File: src/rtl/stopwatch_pkg.sv
// Shared definitions for the stopwatch control path.
// Holds the control-FSM status encodings (also used by the command
// generator to decide start vs stop) and the default debounce length.
package stopwatch_pkg;

  typedef enum logic [1:0] {
    ST_IDLE    = 2'b00,
    ST_RUNNING = 2'b01,
    ST_PAUSED  = 2'b10,
    ST_INVALID = 2'b11
  } status_e;

  // Short enough for simulation; board builds override via parameter.
  localparam int DEBOUNCE_DEFAULT = 4;

endpackage

File: src/rtl/btn_debounce.sv
// One push-button conditioning chain: 2-flop synchroniser, debouncer and
// rising-edge detector.
//   clk, rst   : system clock, synchronous active-high reset
//   btn_raw    : raw asynchronous button, active-high
//   press_evt  : high for one cycle after a debounced 0->1 transition
module btn_debounce
  import stopwatch_pkg::*;
#(
  parameter int DEBOUNCE_CYCLES = DEBOUNCE_DEFAULT
) (
  input  logic clk,
  input  logic rst,
  input  logic btn_raw,
  output logic press_evt
);

  localparam int CNT_W = $clog2(DEBOUNCE_CYCLES + 1);
  localparam logic [CNT_W-1:0] CNT_LAST = CNT_W'(DEBOUNCE_CYCLES - 1);

  logic             sync1_q, sync2_q;
  logic             deb_q, deb_d;
  logic             prev_q;
  logic [CNT_W-1:0] cnt_q, cnt_d;

  // Counter tracks how long the synchronised input has disagreed with the
  // debounced state; any agreement restarts it. Reaching DEBOUNCE_CYCLES
  // flips the state and the counter returns to 0, so it never exceeds
  // DEBOUNCE_CYCLES-1 between edges.
  always_comb begin
    deb_d = deb_q;
    cnt_d = '0;
    if (sync2_q != deb_q) begin
      if (cnt_q == CNT_LAST) deb_d = ~deb_q;
      else                   cnt_d = cnt_q + 1'b1;
    end
  end

  always_ff @(posedge clk) begin
    if (rst) begin
      sync1_q <= 1'b0;
      sync2_q <= 1'b0;
      deb_q   <= 1'b0;
      prev_q  <= 1'b0;
      cnt_q   <= '0;
    end else begin
      sync1_q <= btn_raw;
      sync2_q <= sync1_q;
      deb_q   <= deb_d;
      prev_q  <= deb_q;
      cnt_q   <= cnt_d;
    end
  end

  // Combinational edge detect; the top registers the resulting command.
  assign press_evt = deb_q & ~prev_q;

endmodule

File: src/rtl/stopwatch_cmd_gen.sv
// Stopwatch command generator: conditions the start/stop toggle and reset
// buttons and emits single-cycle start/stop/reset commands for the control
// FSM. Toggle meaning is chosen from the FSM status sampled at the same
// edge that registers the command.
//   clk, rst     : system clock, synchronous active-high reset
//   btn_ss_raw   : raw start/stop toggle button
//   btn_rst_raw  : raw reset button
//   status       : FSM state (IDLE/RUNNING/PAUSED, 11 invalid)
//   start/stop/reset : one-cycle command pulses, mutually exclusive
module stopwatch_cmd_gen
  import stopwatch_pkg::*;
#(
  parameter int DEBOUNCE_CYCLES = DEBOUNCE_DEFAULT
) (
  input  logic       clk,
  input  logic       rst,
  input  logic       btn_ss_raw,
  input  logic       btn_rst_raw,
  input  logic [1:0] status,
  output logic       start,
  output logic       stop,
  output logic       reset
);

  logic ss_evt, rs_evt;
  logic start_d, stop_d, reset_d;
  logic start_q, stop_q, reset_q;

  btn_debounce #(.DEBOUNCE_CYCLES(DEBOUNCE_CYCLES)) u_ss (
    .clk       (clk),
    .rst       (rst),
    .btn_raw   (btn_ss_raw),
    .press_evt (ss_evt)
  );

  btn_debounce #(.DEBOUNCE_CYCLES(DEBOUNCE_CYCLES)) u_rs (
    .clk       (clk),
    .rst       (rst),
    .btn_raw   (btn_rst_raw),
    .press_evt (rs_evt)
  );

  // Reset wins over a coincident toggle; a toggle with invalid status is
  // dropped rather than guessed at.
  always_comb begin
    start_d = 1'b0;
    stop_d  = 1'b0;
    reset_d = 1'b0;
    if (rs_evt) begin
      reset_d = 1'b1;
    end else if (ss_evt) begin
      case (status_e'(status))
        ST_IDLE, ST_PAUSED: start_d = 1'b1;
        ST_RUNNING:         stop_d  = 1'b1;
        default:            ;
      endcase
    end
  end

  always_ff @(posedge clk) begin
    if (rst) begin
      start_q <= 1'b0;
      stop_q  <= 1'b0;
      reset_q <= 1'b0;
    end else begin
      start_q <= start_d;
      stop_q  <= stop_d;
      reset_q <= reset_d;
    end
  end

  assign start = start_q;
  assign stop  = stop_q;
  assign reset = reset_q;

endmodule

File: config.mk
export PLATFORM = sky130hd
export DESIGN_NAME = stopwatch_cmd_gen
export DESIGN_NICKNAME = d
export VERILOG_FILES = /design/src/rtl/stopwatch_pkg.sv /design/src/rtl/btn_debounce.sv /design/src/rtl/stopwatch_cmd_gen.sv
export SDC_FILE = /design/constraint.sdc
export NUM_CORES = 1
export LEC_CHECK = 0
export ABC_AREA = 1
export BUFFER_PORTS_ARGS = -buffer_cell sky130_fd_sc_hd__buf_2
export CAP_MARGIN = 5
export CORE_MARGIN = 2
export CORE_UTILIZATION = 45
export CTS_BUF_LIST = sky130_fd_sc_hd__clkbuf_8 sky130_fd_sc_hd__clkbuf_16
export CTS_CLUSTER_SIZE = 28
export DETAILED_ROUTE_END_ITERATION = 7
export GPL_TIMING_DRIVEN = 0
export PLACE_DENSITY = 0.68
export SETUP_SLACK_MARGIN = 0.1
export SLEW_MARGIN = 20
export SYNTH_ARGS = -nofsm -noshare
export SYNTH_HDL_FRONTEND = slang
export SYNTH_HIERARCHICAL = 1
export SYNTH_SLANG_ARGS = --single-unit
File: constraint.sdc
create_clock -name clk -period 1 [get_ports clk]
set_input_delay 0.2 -clock clk [delete_from_list [all_inputs] [get_ports clk]]
set_output_delay 0.2 -clock clk [all_outputs]
set_load 0.01 [all_outputs]
# After elaboration in Yosys (flattened, before gate mapping)
# Cells that the tools add are included.
word_totals:
  reg_bits: 17
  latch_bits: 0
  ramBits: 0
  romBits: 0
  inputBits: 6
  out_inout_bits: 3
  n_memories: 0
op_classes:
  addsub: 2
  n_mul: 0
  div: 0
  order_cmp: 0
  eq_ne: 6
  n_shift: 0
  n_mux: 3
  bitwise: 9
  n_reduce_logical: 7
op_table:
  columns: ["operator", "count"]
  rows:
  - ["$reduce_or A3 Y1", 3]
  - ["$not A1 Y1", 7]
  - ["$add A3 B1 Y3 const B", 2]
  - ["$eq A3 B2 Y1 const B", 2]
  - ["$reduce_and A2 Y1", 2]
  - ["$mux W1", 3]
  - ["$and A1 B1 Y1", 2]
  - ["$eq A2 B1 Y1 const B", 1]
  - ["$eq A2 B2 Y1 const B", 1]
  - ["$logic_not A2 Y1", 1]
  - ["$ne A1 B1 Y1", 2]
  - ["$reduce_or A2 Y1", 1]

# Logic depth before layout (Yosys ltp)
# Gate-level depths: netlist of the first run.
depth:
  depth_word: 4
  ltp_mapped: 5

# Cells and area by module
# The synthesis of the first run kept the hierarchy.
by_module_without_submodules:
  columns: ["module", "n_inst", "cells_each", "area_each_um2", "seq_area_each_um2"]
  rows:
  - ["btn_debounce", 2, 30, 256.5, 140.1]
  - ["stopwatch_cmd_gen", 1, 11, 96.3, 60.1]

# Least setup slack after synthesis of the first run
# No wires, ideal clock.
synth_timing:
  path_kind: "register to register"
  startpoint: "register u_rs.cnt_q[0]"
  endpoint: "register u_rs.cnt_q[0]"
  arrival_time_ps: 950
  t_required_ps: 936
  slack_ps: -14
  path_stages_with_launch: 6
  path_buffers: 0
  period_less_slack_ps: 1014
  cell_sequence: "dfxtp_1 ha_1 ha_1 nor2_2 nand3_2 nor2_1"
synth_via:
  elab_chain_cells: 2
  elab_cells_between_ends: 3
synth_rtl:
  columns: ["element", "line", "source"]
  rows:
  - ["start, declared", "btn_debounce.sv:23", "logic [CNT_W-1:0] cnt_q, cnt_d;"]
  - ["start signal, assigned", "btn_debounce.sv:50", "cnt_q <= cnt_d;"]
  - ["branches (longest 2 deep; another with $add A3 B1 Y3)", null, null]
# Parallel ways; which one is timed is not known.
# A chain may end at the register's enable or synchronous reset.

# Final worst setup path of the first run
layout_timing:
  startpoint: "register u_ss.cnt_q[0]"
  endpoint: "register u_ss.cnt_q[0]"
layout_via:
  elab_chain_cells: 2
  elab_cells_between_ends: 3
layout_rtl:
  columns: ["element", "line"]
  rows:
  - ["start, declared", "btn_debounce.sv:23"]
  - ["start signal, assigned", "btn_debounce.sv:50"]
  - ["branches (longest 2 deep; another with $add A3 B1 Y3)", null]
# Parallel ways; which one is timed is not known.

==> impl_metrics.tcl, run 1 <==
set metrics [dict create \
    status "complete, but fails checks" \
    failed_checks "negative setup slack" \
    p_switching_uw 248.2 \
    grt_use_total 0.1324 \
    grt_max_degree 13 \
    grt_setup_unrepaired "true" \
    clkSinkCount 17 \
    synth_area_per_cell_um2 8.582 \
    worst_pin_slew_ns 0.2483 \
    ys_warn_count 6 \
    cts_root_buf "clkbuf_8" \
    peakVddDrop_uv 1080 \
    final_hold_viol_count 0 \
    syn_area_um2 609.3 \
    num_vias 425 \
    seq_area_frac_synth 0.5585 \
    powerDensity_nw_per_um2 1547 \
    avgRoutedWirePerCell_um 8.214 \
    synth_area_leaders "dfxtp_1, nor2_1, inv_1" \
    clkPwrFrac 0.401 \
    most-common-layout-cells "nor2_1, inv_1, dfxtp_1, buf_2" \
    cts_tree "built" \
    period_share 1.022 \
    die_w_um 40.80 \
    wl_um 805 \
    synthesis.instances 71 \
    die-area_um2 1664 \
    worst_ep_required_time_ns 1.19 \
    grt_pass1_wl_um 1345 \
    layout_commonest_cell "nor2_1" \
    die_h_um 40.80 \
    rows 13 \
    critPathKind "reg2reg" \
    critPathMaxFanout 3 \
    gp_congestion 0.6058 \
    dr.pass1.iters 3 \
    insertedDiodeCount 0 \
    min_period_ns 1.022 \
    finalSetupViolCount 3 \
    nNetsFinal 94 \
    swShare 0.2026 \
    fin_worst_skew_ns 0.002488 \
    cts_buffers 3 \
    maxSlewHeadroom 0.8345 \
    drive_gt1_frac 0.3735 \
    clockBufferDepth 2 \
    critPathCaptureType "flip-flop" \
    grt_pass1_vias 334 \
    synthToLayoutAreaGrowth_pct 29.98 \
    port_buffers 8 \
    ys_types 10 \
    core_area_um2 1285 \
    cp-start-kind "flip-flop" \
    drv_slew 0 \
    p_int_uw 976.7 \
    max_freq_mhz 978.0 \
    reg.largest.list "u_rs/cnt_q: 3 flops, u_ss/cnt_q: 3 flops" \
    ant_nets 0 \
    seq_power_share 0.565 \
    worst_slack_ns -0.02249 \
    pin_count 9 \
    finish.utilization 0.6164 \
    ys_seq_elements 17 \
    power_leakage_uw 0.0003391 \
    hold_path.class "in2reg" \
    maxCapViolCount 0 \
    drc 0 \
    fin_hold_ws_ns 0.1086 \
    clk_latency_ns 0.25 \
    synth_top_area_share 0.5585 \
    combPwrFrac 0.035 \
    first_iter_violations 3 \
    synth.largest_area_cell "dfxtp_1" \
    overflow 0 \
    avgViaCountPerCell 4.337 \
    initial_core_util 0.4742 \
    antenna_found_initial 0 \
    arrival_ns 1.21 \
    hpwl_um 562.9 \
    syn-num-nets 81 \
    path_clk_slew_ns 0.06 \
    htree_levels 1 \
]
path summary, 6_finish.rpt:
path	from	cells past startpoint	to	slack, ns
hold / removal	status[0]	2	start	0.11
setup / recovery	u_ss/cnt_q[0]	5	u_ss/cnt_q[0]	-0.02
hold reg to reg	u_ss/sync1_q	2	u_ss/sync2_q	0.41
setup reg to reg	u_ss/cnt_q[0]	5	u_ss/cnt_q[0]	-0.02
power groups by stage:
stage          clock network (uW)  logic (uW)  registers [uW]
4_1_cts                       502        41.3             694
6_report                      491        42.5             692
5_1_grt                       535        48.9             692
2_1_floorplan                   0        21.5             706
3_5_place_dp                    0        40.5             707
3_3_place_gp                    0        39.2             707
cell usage after synthesis:
cell     count
inv_2        3
ha_1         4
nand3_2      3
nor2_2       2
dfxtp_1     17
nor2_1      21
nor3_1       2
nand2_2      2
inv_1       14
nand2_1      3
stage by stage:
step | TNS, ns | instances | setup WS, ns | total power [uW] | area [um^2]
after detailed placement | 0 | 94 | 0.01505 | 747.6 | 698.2
after CTS | 0 | 98 | 0.0001648 | 1237 | 767.0
after global routing | -0.3890 | 98 | -0.07295 | 1276 | 792.0
final | -0.04470 | 98 | -0.02249 | 1225 | 792.0
after global placement | 0 | 94 | 0.03880 | 745.8 | 698.2
after floorplan | 0 | 71 | 0.08537 | 727.6 | 639.4
routing by layer:
layer	GRT usage	vias to the layer above	wire length, um
met3	0.04891	2	42
met2	0.1875	10	354
li1	-	228	-
met1	0.1500	185	393
met4	0.1250	0	14
met5	0	-	0
what timing repair did:
action                     4_1_cts  5_1_grt
gates cloned                     0        0
hold buffers                     0        0
setup buffers                    0        0
setup endpoints to repair        8       11
resized for setup                5        7
pin swaps                        2        1
cell families (layout without fill, tap and decap cells):
| kind of cell | after synthesis | in the layout | share of synthesized area |
|---|---|---|---|
| AND/OR/NAND/NOR | 33 | 33 | 0.2546 |
| buffers and inverters | 17 | 29 | 0.1047 |
| adder cells (fa/ha/maj) | 4 | 4 | 0.08214 |
| flip-flops | 17 | 17 | 0.5585 |
critical path, stage by stage, from the launching register on:
cell,delay (ns)
dfxtp_4,0.35
ha_4,0.16
ha_4,0.17
nor2_4,0.07
nand3_2,0.09
nor2_2,0.11
final cells by class:
class | instances | area (um^2)
clock inverter | 1 | 3.754
sequential | 17 | 349.1
clock buffer | 3 | 41.29
timing repair buffer | 8 | 52.55
tap | 15 | 18.77
fill | 114 | 493.0
multi-input combinational | 37 | 262.8
inverter | 17 | 63.81
(Power assumes the default switching activity.)
==> run 2, diff against run 1 <==
- PLACE_DENSITY: 0.68 -> 0.64
==> run 2 against run 1 <==
Against the previous run:
- the flow still finishes with violations (negative setup slack)
- final cell count rose by 1.0%
- sequential share of layout area decreased by 0.68 points
- maximum frequency decreased by 1.3%
- cell area is 0.47% higher
- largest power group unchanged
==> impl_metrics.tcl, run 2 (synthesis results as in run 1) <==
set metrics [dict create \
    fin_worst_skew_ns 0.005045 \
    layout_commonest_cell "nor2_1" \
    finalSetupViolCount 2 \
    port_buffers 8 \
    wl_met3_um 36 \
    grt_pass1_vias 360 \
    die_w_um 40.80 \
    grt_setup_unrepaired "true" \
    failed_checks "negative setup slack" \
    drv_slew 0 \
    dr.pass1.iters 2 \
    reg.largest.list "u_rs/cnt_q: 3 flops, u_ss/cnt_q: 3 flops" \
    maxCapViolCount 0 \
    avgRoutedWirePerCell_um 9.051 \
    core_area_um2 1285 \
    most-common-layout-cells "nor2_1, inv_1, dfxtp_1, buf_2" \
    total_power_uw 1238 \
    synthToLayoutAreaGrowth_pct 30.60 \
    worst_ep_required_time_ns 1.18 \
    cts_root_buf "clkbuf_8" \
    powerDensity_nw_per_um2 1556 \
    worst_pin_slew_ns 0.2676 \
    clkSinkCount 17 \
    critPathMaxStageDelay_ns 0.33 \
    first_iter_violations 2 \
    drive_gt1_frac 0.3929 \
    drc 0 \
    status "complete, but fails checks" \
    power_leakage_uw 0.0003434 \
    met2_length_um 453 \
    htree_levels 1 \
    fin_hold_ws_ns 0.1181 \
    grt_pass1_wl_um 1331 \
    worst_slack_ns -0.03548 \
    cpMaxStageDelayCell "dfxtp_2" \
    critPathKind "reg2reg" \
    min_period_ns 1.035 \
    wirelength_met1_um 392 \
    die-area_um2 1664 \
    hpwl_um 625.4 \
    cp_common_cell "ha_4" \
    wl_um 896 \
    pin_count 9 \
    tns_ns -0.03913 \
    cp-start-kind "flip-flop" \
    gp_congestion 0.6101 \
    critPathCaptureType "flip-flop" \
    overflow 0 \
    critPathMaxFanout 3 \
    regArea_um2 345.3 \
    clockBufferDepth 2 \
    nNetsFinal 95 \
    grt_max_degree 13 \
    worstPathCellList "ha_4 -> ha_4 -> nor2_4 -> nand3_2 -> nor2_1" \
    rows 13 \
    die_h_um 40.80 \
    cts_buffers 3 \
    ant_nets 0 \
    maxSlewHeadroom 0.8216 \
    grt_use_total 0.1315 \
    insertedDiodeCount 0 \
    num_vias 436 \
    hold_path.class "in2reg" \
    clk_latency_ns 0.25 \
    final_hold_viol_count 0 \
    multi_input_area_um2 267.8 \
    n_fill_cell 121 \
    avgViaCountPerCell 4.404 \
    period_share 1.035 \
    path_clk_slew_ns 0.06 \
    antenna_found_initial 0 \
    arrival_ns 1.21 \
    cts_tree "built" \
    peakVddDrop_uv 934.2 \
    initial_core_util 0.4742 \
    maxUsedRoutingLayer "met4" \
    max_freq_mhz 965.7 \
]
[run 2: layout make-up]
type                    count  share of cell area
clock buffers               3             0.05189
clock inverters             1            0.006289
inverters                  17             0.08019
multi-input cells          37              0.3365
flip-flops and latches     17              0.4340
well taps                  15             0.02358
repair buffers              9             0.06761
[run 2: through the flow]
step | std cells | utilization | setup WS [ns] | area [um^2]
after floorplan | 71 | - | 0.08537 | 639.4
after global placement | 94 | 0.5433 | 0.02991 | 698.2
after detailed placement | 94 | 0.5433 | 0.02624 | 698.2
after CTS | 98 | 0.5979 | 0.01329 | 768.2
after global routing | 99 | 0.6193 | -0.1043 | 795.8
final | 99 | 0.6193 | -0.03548 | 795.8
[run 2: final timing paths]
check,start,endpoint,slack (ns),cells past startpoint
worst min register to register,u_rs/sync1_q,u_rs/sync2_q,0.41,2
worst min-delay path,status[0],start,0.12,2
worst max register to register,u_ss/cnt_q[0],u_ss/cnt_q[2],-0.04,5
worst max-delay path,u_ss/cnt_q[0],u_ss/cnt_q[2],-0.04,5
[run 2: critical path: cells and delay by family, from the launching register on]
| kind | cells | cell delay, ns |
|---|---|---|
| adder cells (fa/ha/maj) | 2 | 0.33 |
| flip-flops | 1 | 0.33 |
| AND/OR/NAND/NOR | 3 | 0.31 |
[run 2: repair_timing]
item | 4_1_cts | 5_1_grt
setup buffers | 0 | 1
hold buffers | 0 | 0
gates cloned | 0 | 0
pin swaps | 2 | 3
setup endpoints to repair | 8 | 9
resized for setup | 5 | 6
[run 2: power by group]
group	internal, uW	switching (uW)
Combinational	21.4	24.9
Sequential	688	5.78
Clock	276	222
[run 2: routing by layer]
metal  global-route usage  up-vias
met2               0.1875        8
met1               0.1477      194
met3              0.03261        2
met5                    0        -
met4               0.1500        0
li1                     -      232
